**config.mk**
```make
export PLATFORM = sky130hd
export DESIGN_NAME = pipe_control_unit
export DESIGN_NICKNAME = d
export VERILOG_FILES = /design/src/rtl/pipe_control_unit.sv
export SDC_FILE = /design/constraint.sdc
export NUM_CORES = 1
export LEC_CHECK = 0
export BUFFER_PORTS_ARGS = -buffer_cell sky130_fd_sc_hd__buf_4
export CAP_MARGIN = 0
export CORE_UTILIZATION = 51
export CTS_BUF_LIST = sky130_fd_sc_hd__clkbuf_4
export CTS_CLUSTER_SIZE = 28
export DETAILED_ROUTE_END_ITERATION = 8
export GPL_TIMING_DRIVEN = 0
export PLACE_DENSITY = 0.92
export SLEW_MARGIN = 20
export SYNTH_ARGS = -nofsm -noshare
export SYNTH_HDL_FRONTEND = slang
export SYNTH_SLANG_ARGS = --single-unit
```
**constraint.sdc**
```tcl
create_clock -name clk -period 2.08 [get_ports clk]
set_input_delay 0.104 -clock clk [delete_from_list [all_inputs] [get_ports clk]]
set_output_delay 0.104 -clock clk [all_outputs]
set_load 0.01 [all_outputs]
```
**src/rtl/pipe_control_unit.sv**
```systemverilog
// pipe_control_unit
// Decode-stage controller for data_path_TOP. Turns op_code/funct/eq_ne into the
// control word, launches the iterative multiplier, stalls decode on HI/LO
// hazards while the multiplier is in flight, and latches a sticky
// illegal-instruction flag.
module pipe_control_unit #(
  parameter int MULT_LAT = 32  // cycles from start_mult until HI/LO are valid (2..63)
) (
  input  logic       clk,
  input  logic       reset,
  input  logic [5:0] op_code,
  input  logic [5:0] control_unit_funct,
  input  logic       eq_ne,
  output logic       regwrite_d,
  output logic       regdst_d,
  output logic       alusrc_d,
  output logic [3:0] aluctrl_d,
  output logic       memwrite_d,
  output logic       memtoreg_d,
  output logic       se_ze,
  output logic [1:0] outselect_d,
  output logic       start_mult,
  output logic       mult_sign,
  output logic       output_branch,
  output logic [1:0] pcsrc,
  output logic       stall_d,
  output logic       mult_busy,
  output logic       illegal_instr
);

  // Opcodes
  localparam logic [5:0] OP_RTYPE = 6'b000000;
  localparam logic [5:0] OP_J     = 6'b000010;
  localparam logic [5:0] OP_BEQ   = 6'b000100;
  localparam logic [5:0] OP_BNE   = 6'b000101;
  localparam logic [5:0] OP_ADDI  = 6'b001000;
  localparam logic [5:0] OP_ADDIU = 6'b001001;
  localparam logic [5:0] OP_SLTI  = 6'b001010;
  localparam logic [5:0] OP_SLTIU = 6'b001011;
  localparam logic [5:0] OP_ANDI  = 6'b001100;
  localparam logic [5:0] OP_ORI   = 6'b001101;
  localparam logic [5:0] OP_XORI  = 6'b001110;
  localparam logic [5:0] OP_LUI   = 6'b001111;
  localparam logic [5:0] OP_LW    = 6'b100011;
  localparam logic [5:0] OP_SW    = 6'b101011;

  // R-type function codes
  localparam logic [5:0] FN_NOP   = 6'b000000;
  localparam logic [5:0] FN_MFHI  = 6'b010000;
  localparam logic [5:0] FN_MFLO  = 6'b010010;
  localparam logic [5:0] FN_MULT  = 6'b011000;
  localparam logic [5:0] FN_MULTU = 6'b011001;
  localparam logic [5:0] FN_ADD   = 6'b100000;
  localparam logic [5:0] FN_ADDU  = 6'b100001;
  localparam logic [5:0] FN_SUB   = 6'b100010;
  localparam logic [5:0] FN_SUBU  = 6'b100011;
  localparam logic [5:0] FN_AND   = 6'b100100;
  localparam logic [5:0] FN_OR    = 6'b100101;
  localparam logic [5:0] FN_XOR   = 6'b100110;
  localparam logic [5:0] FN_NOR   = 6'b100111;
  localparam logic [5:0] FN_SLT   = 6'b101010;
  localparam logic [5:0] FN_SLTU  = 6'b101011;

  // ALU operation codes
  localparam logic [3:0] ALU_AND  = 4'b0000;
  localparam logic [3:0] ALU_OR   = 4'b0001;
  localparam logic [3:0] ALU_XOR  = 4'b0010;
  localparam logic [3:0] ALU_NOR  = 4'b0011;
  localparam logic [3:0] ALU_ADD  = 4'b0100;
  localparam logic [3:0] ALU_SUB  = 4'b0101;
  localparam logic [3:0] ALU_SLT  = 4'b0110;
  localparam logic [3:0] ALU_SLTU = 4'b0111;
  localparam logic [3:0] ALU_LUI  = 4'b1000;

  // Counter reload: BUSY lasts exactly MULT_LAT cycles (cnt MULT_LAT-1 down to 0)
  localparam logic [5:0] CNT_LOAD = 6'(MULT_LAT - 1);

  typedef enum logic {IDLE, BUSY} state_t;

  state_t     state_reg, state_next;
  logic [5:0] cnt_reg, cnt_next;
  logic       illegal_reg;

  // Raw decode results, before stall/reset masking
  logic       dec_regwrite, dec_regdst, dec_alusrc;
  logic [3:0] dec_aluctrl;
  logic       dec_memwrite, dec_memtoreg, dec_se_ze;
  logic [1:0] dec_outselect;
  logic       dec_mult_sign, dec_branch;
  logic [1:0] dec_pcsrc;
  logic       dec_is_mult, dec_is_mfhilo, dec_illegal;
  logic       hazard;

  // Instruction decode: pure function of op_code/funct/eq_ne
  always_comb begin
    dec_regwrite  = 1'b0;
    dec_regdst    = 1'b0;
    dec_alusrc    = 1'b0;
    dec_aluctrl   = ALU_AND;
    dec_memwrite  = 1'b0;
    dec_memtoreg  = 1'b0;
    dec_se_ze     = 1'b0;
    dec_outselect = 2'b00;
    dec_mult_sign = 1'b0;
    dec_branch    = 1'b0;
    dec_pcsrc     = 2'b00;
    dec_is_mult   = 1'b0;
    dec_is_mfhilo = 1'b0;
    dec_illegal   = 1'b0;
    case (op_code)
      OP_RTYPE: begin
        case (control_unit_funct)
          FN_ADD, FN_ADDU: begin dec_regwrite = 1'b1; dec_regdst = 1'b1; dec_aluctrl = ALU_ADD;  end
          FN_SUB, FN_SUBU: begin dec_regwrite = 1'b1; dec_regdst = 1'b1; dec_aluctrl = ALU_SUB;  end
          FN_AND:          begin dec_regwrite = 1'b1; dec_regdst = 1'b1; dec_aluctrl = ALU_AND;  end
          FN_OR:           begin dec_regwrite = 1'b1; dec_regdst = 1'b1; dec_aluctrl = ALU_OR;   end
          FN_XOR:          begin dec_regwrite = 1'b1; dec_regdst = 1'b1; dec_aluctrl = ALU_XOR;  end
          FN_NOR:          begin dec_regwrite = 1'b1; dec_regdst = 1'b1; dec_aluctrl = ALU_NOR;  end
          FN_SLT:          begin dec_regwrite = 1'b1; dec_regdst = 1'b1; dec_aluctrl = ALU_SLT;  end
          FN_SLTU:         begin dec_regwrite = 1'b1; dec_regdst = 1'b1; dec_aluctrl = ALU_SLTU; end
          FN_MFHI: begin
            dec_regwrite  = 1'b1;
            dec_regdst    = 1'b1;
            dec_outselect = 2'b01;
            dec_is_mfhilo = 1'b1;
          end
          FN_MFLO: begin
            dec_regwrite  = 1'b1;
            dec_regdst    = 1'b1;
            dec_outselect = 2'b10;
            dec_is_mfhilo = 1'b1;
          end
          FN_MULT: begin
            dec_is_mult   = 1'b1;
            dec_mult_sign = 1'b1;
          end
          FN_MULTU: begin
            dec_is_mult   = 1'b1;
            dec_mult_sign = 1'b0;
          end
          FN_NOP: ;  // NOP / SLL 0: legal all-zero word
          default: dec_illegal = 1'b1;
        endcase
      end
      OP_ADDI, OP_ADDIU: begin dec_regwrite = 1'b1; dec_alusrc = 1'b1; dec_aluctrl = ALU_ADD;  dec_se_ze = 1'b1; end
      OP_SLTI:           begin dec_regwrite = 1'b1; dec_alusrc = 1'b1; dec_aluctrl = ALU_SLT;  dec_se_ze = 1'b1; end
      OP_SLTIU:          begin dec_regwrite = 1'b1; dec_alusrc = 1'b1; dec_aluctrl = ALU_SLTU; dec_se_ze = 1'b1; end
      OP_ANDI:           begin dec_regwrite = 1'b1; dec_alusrc = 1'b1; dec_aluctrl = ALU_AND;  end
      OP_ORI:            begin dec_regwrite = 1'b1; dec_alusrc = 1'b1; dec_aluctrl = ALU_OR;   end
      OP_XORI:           begin dec_regwrite = 1'b1; dec_alusrc = 1'b1; dec_aluctrl = ALU_XOR;  end
      OP_LUI:            begin dec_regwrite = 1'b1; dec_alusrc = 1'b1; dec_aluctrl = ALU_LUI;  end
      OP_LW: begin
        dec_regwrite = 1'b1;
        dec_alusrc   = 1'b1;
        dec_memtoreg = 1'b1;
        dec_se_ze    = 1'b1;
        dec_aluctrl  = ALU_ADD;
      end
      OP_SW: begin
        dec_memwrite = 1'b1;
        dec_alusrc   = 1'b1;
        dec_se_ze    = 1'b1;
        dec_aluctrl  = ALU_ADD;
      end
      OP_BEQ: begin
        dec_branch  = 1'b1;
        dec_aluctrl = ALU_SUB;
        dec_se_ze   = 1'b1;
        dec_pcsrc   = eq_ne ? 2'b01 : 2'b00;
      end
      OP_BNE: begin
        dec_branch  = 1'b1;
        dec_aluctrl = ALU_SUB;
        dec_se_ze   = 1'b1;
        dec_pcsrc   = eq_ne ? 2'b00 : 2'b01;
      end
      OP_J: dec_pcsrc = 2'b10;
      default: dec_illegal = 1'b1;
    endcase
  end

  // HI/LO hazard: anything touching the multiplier waits until it is idle
  assign hazard = (state_reg == BUSY) && (dec_is_mult || dec_is_mfhilo);

  // Output word: reset forces zero, a hazard forces a bubble, otherwise pass decode
  always_comb begin
    regwrite_d    = 1'b0;
    regdst_d      = 1'b0;
    alusrc_d      = 1'b0;
    aluctrl_d     = 4'b0000;
    memwrite_d    = 1'b0;
    memtoreg_d    = 1'b0;
    se_ze         = 1'b0;
    outselect_d   = 2'b00;
    start_mult    = 1'b0;
    mult_sign     = 1'b0;
    output_branch = 1'b0;
    pcsrc         = 2'b00;
    stall_d       = 1'b0;
    mult_busy     = 1'b0;
    illegal_instr = 1'b0;
    if (!reset) begin
      mult_busy     = (state_reg == BUSY);
      illegal_instr = illegal_reg;
      if (hazard) begin
        stall_d = 1'b1;
      end else begin
        regwrite_d    = dec_regwrite;
        regdst_d      = dec_regdst;
        alusrc_d      = dec_alusrc;
        aluctrl_d     = dec_aluctrl;
        memwrite_d    = dec_memwrite;
        memtoreg_d    = dec_memtoreg;
        se_ze         = dec_se_ze;
        outselect_d   = dec_outselect;
        start_mult    = dec_is_mult;  // hazard is clear, so FSM is IDLE here
        mult_sign     = dec_mult_sign;
        output_branch = dec_branch;
        pcsrc         = dec_pcsrc;
      end
    end
  end

  // Multiplier FSM next-state: launch from IDLE, count down MULT_LAT cycles in BUSY
  always_comb begin
    state_next = state_reg;
    cnt_next   = cnt_reg;
    case (state_reg)
      IDLE: begin
        if (dec_is_mult) begin
          state_next = BUSY;
          cnt_next   = CNT_LOAD;
        end
      end
      BUSY: begin
        if (cnt_reg == 6'd0) begin
          state_next = IDLE;
        end else begin
          cnt_next = cnt_reg - 6'd1;
        end
      end
      default: begin
        state_next = IDLE;
        cnt_next   = 6'd0;
      end
    endcase
  end

  // State, counter and sticky illegal flag registers
  always_ff @(posedge clk) begin
    if (reset) begin
      state_reg   <= IDLE;
      cnt_reg     <= 6'd0;
      illegal_reg <= 1'b0;
    end else begin
      state_reg <= state_next;
      cnt_reg   <= cnt_next;
      if (dec_illegal) begin
        illegal_reg <= 1'b1;
      end
    end
  end

endmodule

```
==> impl_metrics.csv <==
group,metric,value,unit
drt,drc_errors,0,
critical_path,critical_path_arrival,1.87,ns
floorplanning,dieHeight,46.2,microns
critical_path,worst_ep_required_time,1.98,ns
finish,nFillCells,157,
flow_run,drv_cap,0,
finish,largest_reg_flops,6,
finish,drive_gt1_frac,0.281,
power,power_density,312,nW/um^2
yosys,synthDominantCellAreaShare,0.161,
yosys,netlist_top_cells_area,"dfxtp_1 (16%), nor3_1 (5.5%), a21oi_1 (5.0%)",
critical_path,path_class,"flip-flop to output port",
power,ir_drop,0.000369,V
timing,min_period_over_period,0.948,
timing,fmax,0.507,GHz
drt,routed_wl,2630,microns
yosys,synth_common_cells,"nor3_1 (11), a21oi_1 (10), nor2_1 (10)",
floorplanning,start_util,0.558,
clock_tree,cts_inserted_buffers,3,
timing,fin_skew,0.00397,ns
hold_path,min_from,"reset",
grt,grt_pass1_wl,4150,microns
status,outcome,"finished clean",
hold_path,min_path_type,"primary input to flip-flop",
power,p_leak,0.000498,uW
floorplanning,dieArea,2130,sq um
critical_path,cp_max_fo,5,
drt,firstDrtPassIters,4,
clock_tree,h-tree-depth,1,
drt,vias,1162,
place,hpwl,2060,microns
floorplanning,row_count,15,
grt,grt_overflow,0,
timing,rsz0062_at_grt,"no",
clock_tree,cts.sinks,8,
clock_tree,holdBufCountCts,0,
drt,wire_per_inst,13.7,microns
yosys,ys_ff_latch,8,
floorplanning,core,1780,sq um
floorplanning,io_pins,35,
yosys,yosysWarnings,0,
yosys,synthCells,134,
power,power.total,397,uW
grt,first_global_vias,1031,
timing,drv_slew,0,
clock_tree,cts_tree,"yes",
critical_path,end_kind,"output port",
critical_path,reg2reg_to,"cnt_reg[5]$_SDFFE_PP0P_",
clock_tree,cts_setup_buffers,0,
yosys,yosys.area.top_type,"dfxtp_1",
finish,nets,185,
critical_path,rrSetupSlack,0.44,ns
yosys,synth_edf_count,0,
finish,num_antenna_cells,0,
timing,fin_tns_setup,0,ns
critical_path,crit_path_end,"aluctrl_d[1]",
drt,drtIter0Drc,38,
yosys,async_flop_share,0,
critical_path,r2r_start,"cnt_reg[0]$_SDFFE_PP0P_",
yosys,synthesis.nets,150,
clock_tree,max-clock-path-buffers,2,
critical_path,worstSetupStartpoint,"state_reg$_SDFF_PP0_",
critical_path,r2r_cells,5,
clock_tree,clk_root_buffer_cell,"clkbuf_4",
yosys,ys_types,49,
critical_path,cp-start-kind,"flip-flop",
yosys,syn_area_per_cell,7.42,sq um
yosys,ys_seq_area_frac,0.161,
timing,relSlewSlack,0.708,
place,place_congestion,0.791,
floorplanning,die_x,46.2,microns
timing,setup_viol,0,
timing,period_needed,1.97,ns
yosys,synth_most_common_cell,"nor3_1",
grt,grt_max_degree,11,
drt,final_antenna_net_count,0,
yosys,synth_flop_cell,"dfxtp_1",
grt,grtUsageTotal,0.260,
place,io_buffer_count,30,
timing,hold_viol,0,
grt,antenna_found_initial,0,
clock_tree,clk_pin_slew,0.05,ns
clock_tree,clk_latency,0.25,ns
finish,area_growth,28.1,%
clock_tree,cts_resized,0,
drt,via_per_inst,6.05,
timing,worst_pin_slew,0.432,ns
yosys,netlist_area,995,sq um
-- kinds of logic after synthesis --
group,after synthesis,synth area share
muxes,2,0.0201
xor gates and xnor gates,3,0.0264
AOI/OAI and AO/OA,34,0.228
buffers and inverters,16,0.0868
and+or+nand+nor,70,0.465
adders and majority gates,1,0.0126
DFF,8,0.161
-- metrics by stage --
step | cell area [sq um] | hold WS, ns | std cells | utilization | worst slack (ns)
finish | 1270 | 0.0905 | 192 | 0.714 | 0.108
global route | 1270 | 0.0890 | 192 | 0.714 | 0.0182
CTS | 1270 | 0.0745 | 192 | 0.714 | 0.129
detailed placement | 1250 | 0.346 | 189 | 0.702 | 0.417
global placement | 1250 | 0.333 | 189 | 0.702 | 0.444
floorplan | 995 | 0.176 | 134 | - | 0.625
-- power by group --
group / total, uW / switching (uW) / internal [uW]
registers: 156 / 0.675 / 155
logic: 125 / 68.3 / 56.2
clock network: 117 / 50.8 / 65.9
total: 397 / 120 / 277
-- layout by cell type, fill, tap and decap left out, types with 2 or more instances in the layout --
cell type,Yosys,routed
a21oi_1,10,10
a31oi_1,2,2
and2_1,3,3
buf_2,3,3
buf_4,0,30
buf_6,3,3
clkbuf_1,2,2
clkbuf_4,0,3
dfxtp_1,8,8
inv_1,8,8
mux2i_1,2,2
nand2_1,7,7
nand2b_1,3,3
nand3_1,2,2
nand3b_1,2,2
nand4_1,3,3
nand4b_1,3,3
nor2_1,10,10
nor2b_1,7,7
nor3_1,11,11
nor3b_1,2,2
nor4b_1,3,3
o21a_1,5,5
o21ai_0,6,6
or3_1,2,2
xnor2_1,2,2
-- critical path, stage by stage, from the launching register on --
cell and delay [ns]:
dfxtp_1 0.38, nor4bb_1 0.45, a41oi_2 0.26, nor4b_2 0.24
a21boi_1 0.14, buf_4 0.14
-- layout make-up --
type | instances | area [sq um] | area share
Clock buffer | 3 | 22.5 | 0.0177
Sequential cell | 8 | 160 | 0.126
Timing Repair Buffer | 30 | 225 | 0.177
Buffer | 8 | 56.3 | 0.0442
Tap cell | 25 | 31.3 | 0.0246
Inverter | 8 | 30.0 | 0.0236
Multi-Input combinational cell | 110 | 748 | 0.587
-- layer usage --
layer  share of wire  routed length, microns  track usage  vias to the layer above
met5               0                       0            0                        -
met4          0.0080                      21       0.0824                        0
met3           0.073                     192       0.0314                        4
met2            0.51                    1340        0.487                       66
met1            0.41                    1070        0.300                      529
li1                -                       -            -                      563
-- how the worst min path moves through the flow --
| stage | end | slack [ns] | depth (start not counted) |
|---|---|---|---|
| global route | state_reg$_SDFF_PP0_ | 0.09 | 2 |
| floorplan | state_reg$_SDFF_PP0_ | 0.18 | 1 |
| detailed placement | state_reg$_SDFF_PP0_ | 0.35 | 2 |
| finish | state_reg$_SDFF_PP0_ | 0.09 | 2 |
| CTS | state_reg$_SDFF_PP0_ | 0.07 | 2 |
| global placement | state_reg$_SDFF_PP0_ | 0.33 | 2 |
No activity file was read; power rests on OpenSTA's default activity.
